`src/rtl/audio_pkg.sv`:
```
// rtl/audio_pkg.sv - state encoding and width helpers shared by the audio mixer
package audio_pkg;

  typedef enum logic [1:0] {
    IDLE = 2'd0,
    ACC  = 2'd1,
    OUT  = 2'd2
  } state_t;

  function automatic int clog2(input int n);
    int r;
    r = 0;
    for (int i = 0; i < 31; i++) begin
      if ((1 << i) < n) r = i + 1;
    end
    return r;
  endfunction

  // Headroom for CHANNELS full-scale products summed into one accumulator.
  function automatic int acc_width(input int iw, input int gw, input int ch);
    return iw + gw + clog2(ch);
  endfunction

endpackage

```
`src/rtl/audio_mixer_if.sv`:
```
// rtl/audio_mixer_if.sv - sample request, source bus and mixed output bundle
interface audio_mixer_if #(
  parameter int CHANNELS = 8,
  parameter int IW       = 8,
  parameter int GW       = 4,
  parameter int OW       = 12
);
  logic                   strobe;
  logic [CHANNELS*IW-1:0] sample;
  logic [CHANNELS*GW-1:0] gain;
  logic [CHANNELS*2-1:0]  pan;
  logic [OW-1:0]          left;
  logic [OW-1:0]          right;
  logic                   valid;
  logic                   busy;
  logic                   overrun;

  modport master (
    output strobe, sample, gain, pan,
    input  left, right, valid, busy, overrun
  );

  modport slave (
    input  strobe, sample, gain, pan,
    output left, right, valid, busy, overrun
  );
endinterface

```
`src/rtl/audio_sat.sv`:
```
// rtl/audio_sat.sv - right shift followed by unsigned clip to OW bits
module audio_sat #(
  parameter int AW    = 15,
  parameter int SHIFT = 3,
  parameter int OW    = 12
) (
  input  logic [AW-1:0] acc,
  output logic [OW-1:0] y
);
  logic [AW-1:0] shifted;

  assign shifted = acc >> SHIFT;

  generate
    if (AW > OW) begin : g_clip
      assign y = (|shifted[AW-1:OW]) ? {OW{1'b1}} : shifted[OW-1:0];
    end else begin : g_pass
      assign y = OW'(shifted);
    end
  endgenerate
endmodule

```
`src/rtl/audio_mixer.sv`:
```
// rtl/audio_mixer.sv - time-multiplexed stereo mixer, one channel accumulated per clock
module audio_mixer
  import audio_pkg::*;
#(
  parameter int CHANNELS = 8,
  parameter int IW       = 8,
  parameter int GW       = 4,
  parameter int SHIFT    = 3,
  parameter int OW       = 12
) (
  input  logic          clock,
  input  logic          reset,
  audio_mixer_if.slave  bus
);
  localparam int AW = acc_width(IW, GW, CHANNELS);
  localparam int XW = clog2(CHANNELS);
  localparam logic [XW-1:0] LAST = XW'(CHANNELS - 1);

  state_t                 state, state_nx;
  logic [XW-1:0]          idx;
  logic [CHANNELS*IW-1:0] snap_sample;
  logic [CHANNELS*GW-1:0] snap_gain;
  logic [CHANNELS*2-1:0]  snap_pan;
  logic [AW-1:0]          acc_l, acc_r;
  logic [OW-1:0]          left_q, right_q, sat_l, sat_r;
  logic                   valid_q, overrun_q;
  logic                   load, step, emit, busy;
  logic [IW-1:0]          cur_sample;
  logic [GW-1:0]          cur_gain;
  logic [1:0]             cur_pan;
  logic [IW+GW-1:0]       prod;

  always_ff @(posedge clock) begin
    if (reset) state <= IDLE;
    else       state <= state_nx;
  end

  always_comb begin
    state_nx = state;
    unique case (state)
      IDLE:    if (bus.strobe) state_nx = ACC;
      ACC:     if (idx == LAST) state_nx = OUT;
      OUT:     state_nx = IDLE;
      default: state_nx = IDLE;
    endcase
  end

  always_comb begin
    load = 1'b0;
    step = 1'b0;
    emit = 1'b0;
    busy = 1'b0;
    unique case (state)
      IDLE:    load = bus.strobe;
      ACC:     begin step = 1'b1; busy = 1'b1; end
      OUT:     begin emit = 1'b1; busy = 1'b1; end
      default: ;
    endcase
  end

  assign cur_sample = snap_sample[idx*IW +: IW];
  assign cur_gain   = snap_gain[idx*GW +: GW];
  assign cur_pan    = snap_pan[idx*2 +: 2];
  assign prod       = (IW+GW)'(cur_sample) * (IW+GW)'(cur_gain);

  // Sources are frozen at acceptance so the mix is coherent even if they move mid-sweep.
  always_ff @(posedge clock) begin
    if (reset) begin
      idx         <= '0;
      snap_sample <= '0;
      snap_gain   <= '0;
      snap_pan    <= '0;
      acc_l       <= '0;
      acc_r       <= '0;
      left_q      <= '0;
      right_q     <= '0;
      valid_q     <= 1'b0;
      overrun_q   <= 1'b0;
    end else begin
      valid_q <= emit;
      if (bus.strobe && state != IDLE) overrun_q <= 1'b1;
      if (load) begin
        snap_sample <= bus.sample;
        snap_gain   <= bus.gain;
        snap_pan    <= bus.pan;
        acc_l       <= '0;
        acc_r       <= '0;
        idx         <= '0;
      end
      if (step) begin
        if (cur_pan[0]) acc_l <= acc_l + AW'(prod);
        if (cur_pan[1]) acc_r <= acc_r + AW'(prod);
        if (idx != LAST) idx <= idx + XW'(1);
      end
      if (emit) begin
        left_q  <= sat_l;
        right_q <= sat_r;
      end
    end
  end

  audio_sat #(.AW(AW), .SHIFT(SHIFT), .OW(OW)) u_sat_l (.acc(acc_l), .y(sat_l));
  audio_sat #(.AW(AW), .SHIFT(SHIFT), .OW(OW)) u_sat_r (.acc(acc_r), .y(sat_r));

  assign bus.left    = left_q;
  assign bus.right   = right_q;
  assign bus.valid   = valid_q;
  assign bus.busy    = busy;
  assign bus.overrun = overrun_q;
endmodule
```
`src/flat_wrapper.sv`:
```
// flat-port wrapper written by rule: the top's interface ports become plain ports
module audio_mixer_flat import audio_pkg::*;
#(
  parameter int CHANNELS = 8,
  parameter int IW       = 8,
  parameter int GW       = 4,
  parameter int SHIFT    = 3,
  parameter int OW       = 12
)
  (clock, reset, bus_strobe, bus_sample, bus_gain, bus_pan, bus_left, bus_right, bus_valid, bus_busy, bus_overrun);
  audio_mixer_if #(.CHANNELS(CHANNELS), .IW(IW), .GW(GW), .OW(OW)) bus_i ();
  input  logic clock;
  input  logic reset;
  input wire logic [$bits(bus_i.strobe)-1:0] bus_strobe;
  input wire logic [$bits(bus_i.sample)-1:0] bus_sample;
  input wire logic [$bits(bus_i.gain)-1:0] bus_gain;
  input wire logic [$bits(bus_i.pan)-1:0] bus_pan;
  output wire logic [$bits(bus_i.left)-1:0] bus_left;
  output wire logic [$bits(bus_i.right)-1:0] bus_right;
  output wire logic [$bits(bus_i.valid)-1:0] bus_valid;
  output wire logic [$bits(bus_i.busy)-1:0] bus_busy;
  output wire logic [$bits(bus_i.overrun)-1:0] bus_overrun;
  assign bus_i.strobe = bus_strobe;
  assign bus_i.sample = bus_sample;
  assign bus_i.gain = bus_gain;
  assign bus_i.pan = bus_pan;
  assign bus_left = bus_i.left;
  assign bus_right = bus_i.right;
  assign bus_valid = bus_i.valid;
  assign bus_busy = bus_i.busy;
  assign bus_overrun = bus_i.overrun;
  audio_mixer #(.CHANNELS(CHANNELS), .IW(IW), .GW(GW), .SHIFT(SHIFT), .OW(OW)) u_core (.clock(clock), .reset(reset), .bus(bus_i));
endmodule
```
`config.mk`:
```
export PLATFORM = sky130hd
export DESIGN_NAME = audio_mixer_flat
export DESIGN_NICKNAME = d
export VERILOG_FILES = /design/src/rtl/audio_pkg.sv /design/src/rtl/audio_mixer_if.sv /design/src/rtl/audio_sat.sv /design/src/rtl/audio_mixer.sv /design/src/flat_wrapper.sv
export SDC_FILE = /design/constraint.sdc
export NUM_CORES = 1
export LEC_CHECK = 0
export CORE_ASPECT_RATIO = 0.8
export CORE_MARGIN = 8
export CORE_UTILIZATION = 45
export CTS_CLUSTER_SIZE = 20
export DETAILED_ROUTE_END_ITERATION = 6
export PLACE_DENSITY = 0.73
export SLEW_MARGIN = 0
export SYNTH_ARGS = -nofsm -noshare
export SYNTH_HDL_FRONTEND = slang
export SYNTH_SLANG_ARGS = --single-unit
export TNS_END_PERCENT = 20
```
`constraint.sdc`:
```
create_clock -name clock -period 17.6 [get_ports clock]
set_input_delay 2.64 -clock clock [delete_from_list [all_inputs] [get_ports clock]]
set_output_delay 2.64 -clock clock [all_outputs]
set_load 0.005 [all_outputs]
```
* Word-level counts from Yosys, hierarchy flattened
Cells that the tools add are included.
** Cells by class
- Add/subtract/negate cells :: 3
- $mul :: 1
- Equal/unequal tests :: 6
- Shifts and indexed selects :: 3
- Mux-type cells :: 16
- Reductions and logical operators :: 5
** Operators with widths (count)
- 2-to-1 mux 15 bit :: 6
- variable part select 64 x 7 -> 8 bit :: 1
- variable part select 32 x 6 -> 4 bit :: 1
- adder 15 x 12 -> 15 bit :: 2
- variable part select 16 x 5 -> 2 bit :: 1
- multiplier 8 x 4 -> 12 bit :: 1
- 2-to-1 mux 3 bit :: 3
- 2-to-1 mux 1 bit :: 4
- 2-to-1 mux 2 bit :: 2
- one-hot mux 2 bit (2 select lines) :: 1
- adder 3 x 1 -> 3 bit (second input constant) :: 1
- == test 3 bit (second input constant) :: 1
- != test 3 bit (second input constant) :: 1
- == test 2 x 1 -> 1 bit (second input constant) :: 1
- == test 2 bit (second input constant) :: 1
- zero test 2 bit :: 1
- != test 2 x 1 -> 1 bit (second input constant) :: 1
- != test 2 bit (second input constant) :: 1
- AND reduction 2 bit :: 1
- nonzero test 2 bit :: 1
- OR reduction 2 bit :: 1
- logical AND 1 bit :: 1
** Word-level totals
- Flip-flop bits (word level) :: 173
- Input bits :: 115
- Output and inout bits :: 27

* Logic depth before layout (Yosys ltp)
Gate-level depths: netlist (run 1).
- Word-level depth :: 5
- Mapped depth :: 23
- Mapped depth without buffers :: 21

* By module
A second synthesis (run 1) with hierarchy kept.
** Second synthesis, totals
- Cells, all modules :: 1059
- Area total of the unflattened synthesis :: 9024.9 sq um
** By module, submodules not included
- audio_mixer :: times used 1, cells each 1035, area each 8844.7 sq um, sequential area each 3463.3 sq um
- audio_sat :: times used 2, cells each 12, area each 90.1 sq um, sequential area each 0.0 sq um

* Least setup slack after synthesis (run 1)
No wires, ideal clock.
- Path type :: register -> register
- Start point :: register u_core.idx[0]
- End point :: register u_core.acc_l[11]
- Library setup time :: 117 ps
- Arrival time :: 5637 ps
- Required time :: 17483 ps
- Slack :: 11845 ps
- Stages on the path, launching flop included :: 21
- Buffers on the path :: 2
- Period minus slack after synthesis :: 5755 ps
- Path through :: dfxtp_1 -> buf_6 -> buf_2 -> mux4_2 -> mux2i_1 -> nor2_1 -> fa_1 -> inv_1 -> fa_1 -> inv_1 -> ha_1 -> o21a_1 -> a2111oi_0 -> nor2_1 -> xnor2_1 -> ha_1 -> nand3_1 -> o22ai_1 -> o31a_1 -> or3_1 -> a32o_1
** On the way
- Word-level cells in the longest chain between the ends :: 5
- Elaborated cells on any way between the ends :: 7
- Those cells by class :: 1 x add/sub; 1 x mul; 3 x shift; 2 x mux
** RTL lines
- start: declaration :: line audio_mixer.sv:20 : logic [XW-1:0] idx;
- start signal: assignment :: line audio_mixer.sv:93 : if (idx != LAST) idx <= idx + XW'(1);
- variable part select 64 x 7 -> 8 bit / variable part select 32 x 6 -> 4 bit (equally long branches) :: line audio_mixer.sv:61, audio_mixer.sv:62
- multiplier 8 x 4 -> 12 bit :: line audio_mixer.sv:64 : assign prod = (IW+GW)'(cur_sample) * (IW+GW)'(cur_gain);
- adder 15 x 12 -> 15 bit :: line audio_mixer.sv:91 : if (cur_pan[0]) acc_l <= acc_l + AW'(prod);
- 2-to-1 mux 15 bit (*) :: line audio_mixer.sv:91
- 2-to-1 mux 15 bit (*) :: line audio_mixer.sv:90 : if (step) begin
- end signal: assignment :: line audio_mixer.sv:91
- end: declaration :: line audio_mixer.sv:24 : logic [AW-1:0] acc_l, acc_r;
Mark *: on every way between the ends. The rest lies on a longest branch, timed or not.
A chain may end at the register's enable or synchronous reset.

* Final worst setup path (run 1)
- Start point :: register u_core.idx[0]
- End point :: register u_core.acc_r[14]
** On the way
- Word-level cells in the longest chain between the ends :: 5
- Elaborated cells on any way between the ends :: 7
- Those cells by class :: 1 x add/sub; 1 x mul; 3 x shift; 2 x mux
** RTL lines
- variable part select 64 x 7 -> 8 bit / variable part select 32 x 6 -> 4 bit (equally long branches) :: line audio_mixer.sv:61, audio_mixer.sv:62
- multiplier 8 x 4 -> 12 bit :: line audio_mixer.sv:64
- adder 15 x 12 -> 15 bit :: line audio_mixer.sv:92 : if (cur_pan[1]) acc_r <= acc_r + AW'(prod);
- 2-to-1 mux 15 bit (*) :: line audio_mixer.sv:92
- 2-to-1 mux 15 bit (*) :: line audio_mixer.sv:90
- end signal: assignment :: line audio_mixer.sv:92
- end: declaration :: line audio_mixer.sv:24
Marks and branches as above.

==> results of run 1 <==
[path summary, 6_finish.rpt]
kind | startpoint | endpoint | slack [ps] | depth (start not counted)
hold reg to reg | u_core.snap_sample[54] | u_core.snap_sample[54] | 450 | 2
setup / recovery | u_core.idx[0] | u_core.acc_r[14] | 10950 | 20
setup reg to reg | u_core.idx[0] | u_core.acc_r[14] | 10950 | 20
hold / removal | u_core.snap_sample[54] | u_core.snap_sample[54] | 450 | 2
[kinds of logic after synthesis]
group,after synthesis,share of synthesized area
and+or+nand+nor,379,0.173
AOI/OAI and AO/OA,236,0.155
DFF,173,0.389
buffers and inverters,88,0.0402
muxes,69,0.118
adders and majority gates,64,0.102
xor gates and xnor gates,24,0.0236
[synthesized netlist by cell type, types with 14 or more instances]
library cell	number	area share
xnor2_1	16	0.016
mux2i_1	38	0.043
ha_1	50	0.070
fa_1	14	0.031
mux4_2	27	0.068
dfxtp_1	173	0.39
nor2_1	77	0.032
inv_1	28	0.012
o21ai_0	16	0.0090
nand2_1	254	0.11
a21oi_1	156	0.088
nand3_1	15	0.0084
clkbuf_1	46	0.019
[power breakdown]
part	internal, µW	total (µW)	switching (µW)
registers	415	428	12.5
clock network	200	374	173
logic	72.7	166	92.9
total	688	967	279
[sequential cells by signal, indices dropped and copies added (netlist names), 2 cells and up]
signal,flops
u_core.acc_l,15
u_core.acc_r,15
u_core.bus.left,12
u_core.bus.right,12
u_core.idx,3
u_core.snap_gain,32
u_core.snap_pan,16
u_core.snap_sample,64
u_core.state,2
[layout make-up]
cell class,instances,area [µm²]
flip-flops and latches,173,3460
inverters,28,105
clock inverters,15,156
clock buffers,17,425
repair buffers,147,1450
multi-input cells,772,5090
well taps,264,330
fillers,1750,8600
[layer usage]
layer	GRT usage	vias up	wire (µm)
met5	0	-	0
met4	0.0512	0	211
met3	0.0470	15	1500
met2	0.277	222	10100
met1	0.246	3521	10800
li1	-	3763	-
[critical path, stage by stage, from the launching register on]
cell       delay, ps
dfxtp_2          320
buf_4            480
mux4_2           580
mux2i_1          590
nor2_1           150
fa_1             540
inv_1             60
fa_1             530
inv_1             40
ha_1             320
inv_1             80
o21ai_0          120
a2111oi_0        610
nor2_1           140
xnor2_1          510
ha_1             370
a21o_1           190
a2111oi_2        440
nor3_1           150
a32oi_1          200
o21ai_0           90
[per-stage QoR]
step	instance area [µm²]	hold slack [ps]	power (µW)
after floorplan	8900	432	543
after global placement	10400	439	598
after detailed placement	10400	445	601
after CTS	11000	454	973
after global routing	11000	472	1010
final	11000	454	967
==> impl_metrics.yaml, run 1 <==
run_status:
  status: "complete, no violations"
cts:
  clock-root-buffer: "clkbuf_16"
  insertion_delay_ps: 430
  cts_tree: "yes"
  cts_buffers: 17
  cts.sinks: 173
  cts_hold_repair.buffers: 0
  post-cts-setup-buffers: 0
  clk_pin_slew_ps: 70
  clock_path_buffers: 2
  htreeDepth: 4
  ctsResizeCount: 0
die:
  dieWidth_um: 173
  io_pins: 142
  start_util: 0.454
  die-area_um2: 24600
  die_h_um: 142
  rows: 46
  core_um2: 19600
finish:
  syn_to_final_growth_pct: 23.9
  diodes: 0
  stdcell_count: 1416
  drive_above_1_share: 0.0755
  utilization: 0.562
  final_cell_mix: "253 x nand2_1, 172 x dfxtp_1, 156 x a21oi_1"
  layout.nets: 1318
  layout_commonest_cell: "nand2_1"
logic_synthesis:
  synth-seq-area-share: 0.389
  ys_types: 54
  synth_area_um2: 8900
  ys_seq_elements: 173
  synth_edf_count: 0
  syn_avg_cell_area_um2: 8.62
  yosys_warnings: 0
  synth_nets: 1212
  async_reset_ff_frac: 0
  synth_flop_cell: "dfxtp_1"
  postSynthCellCount: 1033
power:
  max-vdd-ir-drop_mv: 0.0579
  powerDensity_nw_per_um2: 87.7
  leakage_uw: 0.00438
timing:
  period_needed_ps: 6650
  finalHoldViolations: 0
  tightest_slew_ps: 1030
  setup_tns_ps: 0
  slew_violations: 0
  max-slew-margin-rel: 0.314
  post-route-period-util: 0.378
  fmax_mhz: 150
  fin_worst_skew_ps: 13.3
  rsz0062_at_grt: "false"
  setup_viol: 0
  fin_ws_ps: 10950
routing:
  remaining_drc_errors: 0
  dr.pass1.iters: 5
  num_vias: 7521
  finalWirelength_um: 22600
  vias_per_cell: 5.31
  wl_per_cell_um: 16.0
  first_iter_violations: 597
  final_antenna_net_count: 0
worst_setup_path:
  crit_fanout: 30
  cp-start-kind: "register"
  critical_path_class: "reg2reg"
  cp-end-kind: "register"
  cp.arrival_ps: 6970
  crit_required_ps: 17920
global_route:
  gr-total-overflow: 0
  grt_pass1_vias: 7255
  antenna_found_initial: 0
  grt_max_degree: 89
  grt_pass1_wl_um: 36400
  track_usage: 0.180
placed_design:
  gp_congestion: 0.865
  dp_hpwl_um: 16200
  post-place-ws_ps: 10980
  dp_cells: 1384
  io_buffers: 141
min_path:
  hold_path_class: "reg2reg"
job:
  maxCapViolations: 0
No activity file was read; power rests on OpenSTA's default activity.
==> inputs of run 2 (changes only) <==
- PLACE_DENSITY: 0.73 -> 0.76
- clock period: 17.6 -> 6.1 ns (I/O delays scaled with it)
==> run 2 against run 1 <==
Against the previous run:
- non-clock buffer count grew 8
- register-to-register slack lost 11000 ps
- cell count grew 0.49%
- global-route usage grew 0.35 points
- worst setup slack lost 11000 ps
- hold slack lost 2.2 ps
- routed wire length grew 0.98%
- critical path depth grew 1
- critical endpoint unchanged
==> impl_metrics.yaml, run 2 (synthesis gave the netlist of run 1 again) <==
finish:
  largest_register_ffs: 64
  reg.largest.list: "u_core.snap_sample (64), u_core.snap_gain (32), u_core.snap_pan (16)"
  layout_commonest_cell: "nand2_1"
  utilization: 0.566
  regMostFlops: "u_core.snap_sample"
  syn_to_final_growth_pct: 24.6
  final_cell_mix: "253 x nand2_1, 172 x dfxtp_1, 156 x a21oi_1"
  drive_above_1_share: 0.0846
  layout.nets: 1326
  diodes: 0
cts:
  post-cts-setup-buffers: 0
  cts.sinks: 173
  clk_pin_slew_ps: 70
  cts_tree: "yes"
  insertion_delay_ps: 430
  htreeDepth: 4
  cts_hold_repair.buffers: 0
  cts_buffers: 17
  clock-root-buffer: "clkbuf_16"
  clock_path_buffers: 2
timing:
  fin_ws_ps: 256
  whs_ps: 452
  tightest_slew_ps: 1100
  post-route-period-util: 0.958
  fin_worst_skew_ps: 11.9
  setup_tns_ps: 0
  slew_violations: 0
  finalHoldViolations: 0
  max-slew-margin-rel: 0.268
  rsz0062_at_grt: "true"
  period_needed_ps: 5840
  setup_viol: 0
  fmax_mhz: 171
routing:
  dr.pass1.iters: 5
  finalWirelength_um: 22800
  maxUsedRoutingLayer: "met4"
  num_vias: 7551
  wl_per_cell_um: 16.0
  first_iter_violations: 730
  m1WireLength_um: 11200
  remaining_drc_errors: 0
  vias_per_cell: 5.31
  met2_length_um: 9960
  met3_length_um: 1330
  final_antenna_net_count: 0
die:
  rows: 46
  io_pins: 142
  dieWidth_um: 173
  start_util: 0.454
  die-area_um2: 24600
  die_h_um: 142
  core_um2: 19600
global_route:
  gr-total-overflow: 0
  track_usage: 0.183
  grt_pass1_vias: 7229
  grt_max_degree: 110
  antenna_found_initial: 0
  grt_pass1_wl_um: 36900
min_path:
  min_path_cells: 2
  hold_path_class: "reg2reg"
power:
  max-vdd-ir-drop_mv: 0.155
  powerDensity_nw_per_um2: 248
  leakage_uw: 0.00443
  p_total_uw: 2750
job:
  maxCapViolations: 0
worst_setup_path:
  critical_path_class: "reg2reg"
  cp.arrival_ps: 6170
  reg2reg_depth: 21
  crit_required_ps: 6420
  reg2reg_from: "u_core.idx[0]"
  crit_path_end: "u_core.acc_r[14]"
  startpoint: "u_core.idx[0]"
  crit_fanout: 8
  cp-start-kind: "register"
  reg2reg_to: "u_core.acc_r[14]"
  regToRegSetupSlack_ps: 260
  cp-end-kind: "register"
placed_design:
  io_buffers: 141
  dp_hpwl_um: 16500
  post-place-ws_ps: -135
  gp_congestion: 0.877
run_status:
  status: "complete, no violations"
==> run 2: cell count changes in the layout (fill, tap and decap cells not counted), moves of 2 or more <==
cell / delta
buf_4: +7
clkbuf_1: +2
clkinv_2: -2
clkinv_4: +2
mux2i_1: -2
mux2i_2: +2
xnor2_1: -2
xnor2_2: +2
==> run 2: worst max-delay path, stage by stage, from the launching register on <==
cell and delay, ps:
dfxtp_2 490, buf_4 250, mux4_2 500, mux2i_1 190, buf_4 190, nor2_1 70, fa_1 490, inv_1 60
fa_1 530, inv_1 40, ha_1 320, inv_1 70, o21ai_1 240, a21oi_1 130, xnor2_1 290, ha_1 360
a2111oi_0 400, o21ai_0 250, a2111oi_2 440, nor3_1 140, a32oi_1 200, o21ai_0 90
==> run 2: cell type report <==
type                       instances  area, µm²
timing repair buffer             155       1530
tap                              264        330
fill                            1753       8530
multi-input combinational        772       5130
inverter                          28        105
clock buffer                      20        447
clock inverter                    11       98.8
sequential                       173       3460
==> run 2: worst min-delay path by stage <==
stage | startpoint | endpoint
global route | u_core.snap_sample[37] | u_core.snap_sample[37]
floorplan | u_core.snap_pan[11] | u_core.snap_pan[11]
global placement | u_core.snap_pan[11] | u_core.snap_pan[11]
finish | u_core.snap_pan[11] | u_core.snap_pan[11]
detailed placement | u_core.snap_pan[11] | u_core.snap_pan[11]
CTS | u_core.snap_pan[11] | u_core.snap_pan[11]
==> run 2: through the flow <==
step | std cells | cell area [µm²]
5_1_grt | 1423 | 11100
4_1_cts | 1423 | 11100
3_5_place_dp | 1392 | 10500
3_3_place_gp | 1392 | 10500
2_1_floorplan | 1033 | 8900
6_report | 1423 | 11100
==> run 2: repair_timing <==
| action | 4_1_cts | 5_1_grt |
|---|---|---|
| pin swaps | 0 | 0 |
| gates resized for setup | 2 | 6 |
| setup endpoints to repair | 5 | 6 |
==> run 2: report_power, final <==
group | switching [µW] | internal (µW)
sequential | 42.1 | 1200
combinational | 268 | 219
clock | 482 | 542
total | 792 | 1960
==> run 2: layer usage <==
layer	vias to the layer above	GRT usage
met5	-	0
met4	0	0.0521
met3	19	0.0449
met2	215	0.263
met1	3537	0.267
li1	3780	-
